**config.mk**
```make
export PLATFORM = sky130hd
export DESIGN_NAME = ysyx_041461_if_refill_ctrl_flat
export DESIGN_NICKNAME = d
export VERILOG_FILES = /design/src/rtl/ysyx_041461_if_refill_ctrl_if.sv /design/src/rtl/ysyx_041461_if_refill_ctrl.sv /design/src/flat_wrapper.sv
export SDC_FILE = /design/constraint.sdc
export NUM_CORES = 1
export LEC_CHECK = 0
export CORE_AREA = 2 2 143 145
export CTS_CLUSTER_SIZE = 16
export DETAILED_ROUTE_END_ITERATION = 8
export DIE_AREA = 0 0 145 147
export PLACE_DENSITY = 0.64
export SYNTH_ARGS = -nofsm -noshare
export SYNTH_HDL_FRONTEND = slang
export SYNTH_SLANG_ARGS = --single-unit
```
**constraint.sdc**
```tcl
create_clock -name clk -period 1.4 [get_ports clk]
set_clock_uncertainty 0.2 [all_clocks]
set_input_delay 0.14 -clock clk [delete_from_list [all_inputs] [get_ports clk]]
set_output_delay 0.14 -clock clk [all_outputs]
set_load 0.01 [all_outputs]
```
**src/rtl/ysyx_041461_if_refill_ctrl_if.sv**
```systemverilog
// AXI read-address and read-data channel bundle between the fetch refill sequencer
// and the memory interconnect (64-bit data, INCR bursts).
interface ysyx_041461_if_refill_ctrl_if;
  logic        arvalid;
  logic [63:0] araddr;
  logic [7:0]  arlen;
  logic [2:0]  arsize;
  logic [1:0]  arburst;
  logic        arready;
  logic        rvalid;
  logic [63:0] rdata;
  logic [1:0]  rresp;
  logic        rlast;
  logic        rready;

  modport master (
    output arvalid, araddr, arlen, arsize, arburst, rready,
    input  arready, rvalid, rdata, rresp, rlast
  );

  modport slave (
    input  arvalid, araddr, arlen, arsize, arburst, rready,
    output arready, rvalid, rdata, rresp, rlast
  );
endinterface

```
**src/rtl/ysyx_041461_if_refill_ctrl.sv**
```systemverilog
// Fetch-stage miss/refill sequencer: stalls IF1/IF2 on an I-cache miss, fetches one
// line over an AXI INCR burst into the victim way, and absorbs redirects mid-refill.
module ysyx_041461_if_refill_ctrl #(
  parameter int LINE_BEATS = 2,
  parameter int WAYS       = 8
) (
  input  logic                          clk,
  input  logic                          rst,
  input  logic                          ctrl_valid_in,
  input  logic [63:0]                   ctrl_pc_in,
  input  logic [WAYS-1:0]               ctrl_hit_in,
  input  logic                          ctrl_fault_in,
  input  logic                          ctrl_flush_in,
  input  logic                          ctrl_ds_ready_in,
  output logic                          IF1reg_enable,
  output logic                          IF2reg_enable,
  output logic                          ctrl_flush_out,
  ysyx_041461_if_refill_ctrl_if.master  axi,
  output logic                          refill_we,
  output logic [$clog2(WAYS)-1:0]       refill_way,
  output logic [$clog2(LINE_BEATS)-1:0] refill_beat,
  output logic [63:0]                   refill_addr,
  output logic [63:0]                   refill_data,
  output logic                          refill_done,
  output logic                          ctrl_bus_err
);

  localparam int BEAT_W = $clog2(LINE_BEATS);
  localparam int WAY_W  = $clog2(WAYS);
  localparam int OFF_W  = $clog2(LINE_BEATS * 8);

  localparam logic [63:0]       LINE_MASK = ~((64'd1 << OFF_W) - 64'd1);
  localparam logic [7:0]        ARLEN     = 8'(LINE_BEATS - 1);
  localparam logic [BEAT_W-1:0] LAST_BEAT = BEAT_W'(LINE_BEATS - 1);
  localparam logic [WAY_W-1:0]  LAST_WAY  = WAY_W'(WAYS - 1);

  typedef enum logic [1:0] {
    S_IDLE,
    S_AR,
    S_R,
    S_DONE
  } state_e;

  state_e             state_q, state_d;
  logic [63:0]        line_addr_q, line_addr_d;
  logic [BEAT_W-1:0]  beat_q, beat_d;
  logic [WAY_W-1:0]   victim_q, victim_d;
  logic               discard_q, discard_d;
  logic               err_q, err_d;
  logic               flush_pending_q, flush_pending_d;

  logic miss;
  logic enable;
  logic err_now;
  logic burst_end;

  assign miss = ctrl_valid_in & (ctrl_hit_in == '0) & ~ctrl_fault_in;

  always_comb begin
    // NOTE: every signal written here gets a default first so no path can leave it
    // unassigned, which would otherwise infer a latch.
    state_d         = state_q;
    line_addr_d     = line_addr_q;
    beat_d          = beat_q;
    victim_d        = victim_q;
    discard_d       = discard_q;
    err_d           = err_q;
    flush_pending_d = flush_pending_q;
    enable          = 1'b0;
    ctrl_flush_out  = 1'b0;
    axi.arvalid     = 1'b0;
    axi.araddr      = '0;
    axi.arlen       = '0;
    axi.rready      = 1'b0;
    refill_we       = 1'b0;
    refill_done     = 1'b0;
    ctrl_bus_err    = 1'b0;
    err_now         = err_q;
    burst_end       = 1'b0;

    unique case (state_q)
      S_IDLE: begin
        // A redirect that landed during a refill is replayed here before any new lookup.
        if (flush_pending_q) begin
          enable          = 1'b1;
          ctrl_flush_out  = 1'b1;
          flush_pending_d = 1'b0;
          discard_d       = 1'b0;
        end else if (ctrl_flush_in) begin
          enable         = 1'b1;
          ctrl_flush_out = 1'b1;
        end else if (miss) begin
          line_addr_d = ctrl_pc_in & LINE_MASK;
          state_d     = S_AR;
        end else begin
          enable = ctrl_ds_ready_in;
        end
      end

      S_AR: begin
        axi.arvalid = 1'b1;
        axi.araddr  = line_addr_q;
        axi.arlen   = ARLEN;
        if (axi.arready) begin
          state_d = S_R;
          beat_d  = '0;
        end
      end

      S_R: begin
        axi.rready = 1'b1;
        if (axi.rvalid) begin
          err_now   = err_q | (axi.rresp != 2'b00);
          refill_we = ~discard_q & ~err_now;
          beat_d    = beat_q + BEAT_W'(1);
          err_d     = err_now;
          // An overlong burst is cut at the line size so the beat index never wraps.
          burst_end = axi.rlast | (beat_q == LAST_BEAT);
          if (burst_end) begin
            err_d = 1'b0;
            if (discard_q | err_now) begin
              state_d      = S_IDLE;
              ctrl_bus_err = err_now & ~discard_q;
            end else begin
              state_d = S_DONE;
            end
          end
        end
      end

      S_DONE: begin
        refill_done = 1'b1;
        victim_d    = (victim_q == LAST_WAY) ? '0 : victim_q + WAY_W'(1);
        state_d     = S_IDLE;
      end

      default: state_d = S_IDLE;
    endcase

    if ((state_q != S_IDLE) && ctrl_flush_in) begin
      discard_d       = 1'b1;
      flush_pending_d = 1'b1;
    end
  end

  always_ff @(posedge clk) begin
    // NOTE: state registers use non-blocking assignments so every flop samples the
    // pre-edge value of its inputs regardless of statement order.
    if (rst) begin
      state_q         <= S_IDLE;
      line_addr_q     <= '0;
      beat_q          <= '0;
      victim_q        <= '0;
      discard_q       <= 1'b0;
      err_q           <= 1'b0;
      flush_pending_q <= 1'b0;
    end else begin
      state_q         <= state_d;
      line_addr_q     <= line_addr_d;
      beat_q          <= beat_d;
      victim_q        <= victim_d;
      discard_q       <= discard_d;
      err_q           <= err_d;
      flush_pending_q <= flush_pending_d;
    end
  end

  assign IF1reg_enable = enable;
  assign IF2reg_enable = enable;
  assign axi.arsize    = 3'd3;
  assign axi.arburst   = 2'b01;
  assign refill_way    = victim_q;
  assign refill_beat   = beat_q;
  assign refill_addr   = line_addr_q;
  assign refill_data   = axi.rdata;

endmodule

```
**src/flat_wrapper.sv**
```systemverilog
// flat-port wrapper written by rule: the top's interface ports become plain ports
module ysyx_041461_if_refill_ctrl_flat 
#(
  parameter int LINE_BEATS = 2,
  parameter int WAYS       = 8
)
  (clk, rst, ctrl_valid_in, ctrl_pc_in, ctrl_hit_in, ctrl_fault_in, ctrl_flush_in, ctrl_ds_ready_in, IF1reg_enable, IF2reg_enable, ctrl_flush_out, refill_we, refill_way, refill_beat, refill_addr, refill_data, refill_done, ctrl_bus_err, axi_arvalid, axi_araddr, axi_arlen, axi_arsize, axi_arburst, axi_rready, axi_arready, axi_rvalid, axi_rdata, axi_rresp, axi_rlast);
  ysyx_041461_if_refill_ctrl_if axi_i ();
  input  logic clk;
  input  logic rst;
  input  logic ctrl_valid_in;
  input  logic [63:0] ctrl_pc_in;
  input  logic [WAYS-1:0] ctrl_hit_in;
  input  logic ctrl_fault_in;
  input  logic ctrl_flush_in;
  input  logic ctrl_ds_ready_in;
  output logic IF1reg_enable;
  output logic IF2reg_enable;
  output logic ctrl_flush_out;
  output logic refill_we;
  output logic [$clog2(WAYS)-1:0] refill_way;
  output logic [$clog2(LINE_BEATS)-1:0] refill_beat;
  output logic [63:0] refill_addr;
  output logic [63:0] refill_data;
  output logic refill_done;
  output logic ctrl_bus_err;
  output wire logic [$bits(axi_i.arvalid)-1:0] axi_arvalid;
  output wire logic [$bits(axi_i.araddr)-1:0] axi_araddr;
  output wire logic [$bits(axi_i.arlen)-1:0] axi_arlen;
  output wire logic [$bits(axi_i.arsize)-1:0] axi_arsize;
  output wire logic [$bits(axi_i.arburst)-1:0] axi_arburst;
  output wire logic [$bits(axi_i.rready)-1:0] axi_rready;
  input wire logic [$bits(axi_i.arready)-1:0] axi_arready;
  input wire logic [$bits(axi_i.rvalid)-1:0] axi_rvalid;
  input wire logic [$bits(axi_i.rdata)-1:0] axi_rdata;
  input wire logic [$bits(axi_i.rresp)-1:0] axi_rresp;
  input wire logic [$bits(axi_i.rlast)-1:0] axi_rlast;
  assign axi_arvalid = axi_i.arvalid;
  assign axi_araddr = axi_i.araddr;
  assign axi_arlen = axi_i.arlen;
  assign axi_arsize = axi_i.arsize;
  assign axi_arburst = axi_i.arburst;
  assign axi_rready = axi_i.rready;
  assign axi_i.arready = axi_arready;
  assign axi_i.rvalid = axi_rvalid;
  assign axi_i.rdata = axi_rdata;
  assign axi_i.rresp = axi_rresp;
  assign axi_i.rlast = axi_rlast;
  ysyx_041461_if_refill_ctrl #(.LINE_BEATS(LINE_BEATS), .WAYS(WAYS)) u_core (.clk(clk), .rst(rst), .ctrl_valid_in(ctrl_valid_in), .ctrl_pc_in(ctrl_pc_in), .ctrl_hit_in(ctrl_hit_in), .ctrl_fault_in(ctrl_fault_in), .ctrl_flush_in(ctrl_flush_in), .ctrl_ds_ready_in(ctrl_ds_ready_in), .IF1reg_enable(IF1reg_enable), .IF2reg_enable(IF2reg_enable), .ctrl_flush_out(ctrl_flush_out), .axi(axi_i), .refill_we(refill_we), .refill_way(refill_way), .refill_beat(refill_beat), .refill_addr(refill_addr), .refill_data(refill_data), .refill_done(refill_done), .ctrl_bus_err(ctrl_bus_err));
endmodule
```
==> flow_metrics.env <==
export IMPL_synth_seq_cells=69
export IMPL_nets=828
export IMPL_slew_viol_final=0
export IMPL_drt_wl_total_um=13700
export IMPL_clk_pin_slew_ns=0.06
export IMPL_r2r_start="u_core.state_q[0]"
export IMPL_cts_hold_buf=0
export IMPL_dp_hpwl_um=8260
export IMPL_synth_fa_ha_area_frac=0.00576
export IMPL_layout_commonest_cell="nand2b_1"
export IMPL_ios=364
export IMPL_initial_utilization=0.219
export IMPL_rsz0062_at_grt="yes"
export IMPL_clk_latency_ns=0.33
export IMPL_htreeDepth=3
export IMPL_finalWorstSetupSlack_ns=-0.458
export IMPL_start_kind="flip-flop"
export IMPL_grt_first_pass_wirelength_um=20700
export IMPL_vias=3752
export IMPL_cp_arrival_ns=1.92
export IMPL_final_cells=952
export IMPL_rows=52
export IMPL_core_um2=19800
export IMPL_cts_root_buf="clkbuf_16"
export IMPL_worstHoldPathType="in -> out"
export IMPL_min_path_cells=0
export IMPL_synth_mux_area_frac=0.141
export IMPL_worstSetupPathType="reg -> reg"
export IMPL_detail_route_antenna_nets=0
export IMPL_clock_path_buffers=2
export IMPL_syn_cell_area_um2=4340
export IMPL_ys_seq_area_frac=0.318
export IMPL_power_density_nw_per_um2=636
export IMPL_n_antenna_cell=0
export IMPL_p_leak_nw=3.32
export IMPL_synth_top_family_by_area="simple AND/OR/NAND/NOR gates"
export IMPL_cp_max_fo=8
export IMPL_netlist_instances=482
export IMPL_mostFrequentLayoutCells="120 x nand2b_1, 80 x buf_6, 71 x clkdlybuf4s50_1"
export IMPL_cts_tree="done"
export IMPL_fin_crit_sh=1.33
export IMPL_firstDrtPassIters=4
export IMPL_area_growth_pct=73.9
export IMPL_r2r_end="u_core.refill_addr[59]"
export IMPL_final_core_util=0.381
export IMPL_hold_path_end="refill_data[21]"
export IMPL_synth_edff_count=0
export IMPL_antenna_found_initial=0
export IMPL_io_buffers=211
export IMPL_hold_start="axi_rdata[21]"
export IMPL_violations="setup timing"
export IMPL_period_minus_slack_ns=1.86
export IMPL_finalHoldViolations=0
export IMPL_grt_overflow_total=0
export IMPL_required_ns=1.46
export IMPL_die_area_um2=21300
export IMPL_grt_max_degree=67
export IMPL_worstRegToRegCells=6
export IMPL_fmax_mhz=538
export IMPL_ir_worst_vdd_mv=0.473
export IMPL_synth_xor_area_frac=0
export IMPL_layout_drive_gt1_share=0.374
export IMPL_synth_distinct_cells=36
export IMPL_endpoint_kind="flip-flop"
export IMPL_die_w_um=145
export IMPL_max_cap_violations=0
export IMPL_drtIter0Drc=97
export IMPL_avgViaCountPerCell=3.94
export IMPL_drt_wirelength_per_cell_um=14.4
export IMPL_avgSynthCellArea_um2=9.01
export IMPL_gp_congestion=0.699
export IMPL_dp_cells=900
export IMPL_cts_sinks=69
export IMPL_async_flop_share=0
export IMPL_synth_simple_area_share=0.300
export IMPL_fp_dieH_um=147
export IMPL_grt_pass1_vias=3580
export IMPL_r2r_slack_ns=-0.46
export IMPL_cts_buffers=9
export IMPL_grt_total_usage=0.125
export IMPL_finalSetupViolations=134
export IMPL_timing_setup_tns_ns=-52.30
export IMPL_status="finished with violations"
export IMPL_synth_compound_area_share=0.0317
export IMPL_yosys_warnings=0
export IMPL_drc_errors=0
export IMPL_synthFlopType="dfxtp_1"
[synth_stat cells, drive strengths merged, types with 4 or more instances]
cell | n | area, um^2
clkbuf | 20 | 75.1
and2 | 60 | 375
dfxtp | 69 | 1380
nor3 | 5 | 25.0
nor4 | 4 | 37.5
buf | 95 | 790
inv | 4 | 15.0
nand2 | 5 | 18.8
a21oi | 8 | 40.0
nand2b | 121 | 757
mux2i | 61 | 611
nor2 | 5 | 18.8
[area by class of cell]
class	count	area, um^2
multi-input combinational	312	2450
clock inverter	1	30.0
fill	1978	12300
sequential	69	1400
clock buffer	13	270
timing repair buffer	283	3050
inverter	4	27.5
tap	270	338
[worst max path at each step]
stage,slack [ns],end,depth (start not counted),from
detailed placement,-0.69,IF2reg_enable,5,ctrl_hit_in[5]
global route,-0.54,u_core.refill_addr[32],6,u_core.state_q[0]
CTS,-0.49,axi_araddr[53],6,u_core.state_q[1]
floorplan,-0.08,u_core.refill_addr[10],5,u_core.state_q[1]
finish,-0.46,u_core.refill_addr[59],6,u_core.state_q[0]
global placement,-0.67,IF1reg_enable,5,ctrl_hit_in[5]
[flip-flops by register name, indices dropped and copies added, names as in the netlist]
signal / cells
u_core.err_q: 1
u_core.flush_pending_q: 1
u_core.state_q: 2
u_core.refill_way: 3
u_core.discard_q: 1
u_core.refill_beat: 1
u_core.refill_addr: 60
[critical path, cell delays in order, from the launching register on]
cell and delay, ns:
dfxtp_4 0.36, buf_6 0.12, nor4_4 0.27, and4_4 0.34
buf_4 0.14, buf_12 0.13, mux2i_1 0.20
[kinds of logic after synthesis]
| family | count (synthesis) |
|---|---|
| flip-flops | 69 |
| buffers and inverters | 119 |
| other | 2 |
| multiplexers | 61 |
| AO/OA/AOI/OAI | 20 |
| adder cells (fa/ha/maj) | 2 |
| AND/OR/NAND/NOR | 209 |
[timing repair]
item                                    4_1_cts  5_1_grt
resized for setup                           489       79
endpoints found under the setup margin      195      140
buffers inserted                             16       20
pin swaps                                    59       10
gates cloned                                 13        0
hold endpoints to repair                      0        0
[per-layer routing]
metal  global-route usage  vias up  wire [um]
met4               0.0525        0        484
li1                     -     1832          -
met1                0.152     1722       5770
met2                0.210      153       6650
met5                    0        -          0
met3               0.0301       45        827
[report_power, final]
part / total, mW / internal (mW) / switching, mW / leakage (nW)
logic: 0.462 / 0.303 / 0.159 / 2.61
registers: 1.96 / 1.96 / 0.000573 / 0.560
clock network: 2.38 / 1.51 / 0.870 / 0.148
[stage by stage]
stage | cell area, um^2 | setup WS, ns | hold WS, ns | power [mW]
after floorplan | 4430 | -0.0792 | 0.0805 | 2.41
after global placement | 6340 | -0.668 | 0.0801 | 2.45
after detailed placement | 6340 | -0.691 | 0.0801 | 2.45
after CTS | 7300 | -0.495 | 0.0761 | 4.90
after global routing | 7550 | -0.540 | 0.0800 | 5.01
final | 7550 | -0.458 | 0.0800 | 4.80
Power figures use the tool's default switching activity.
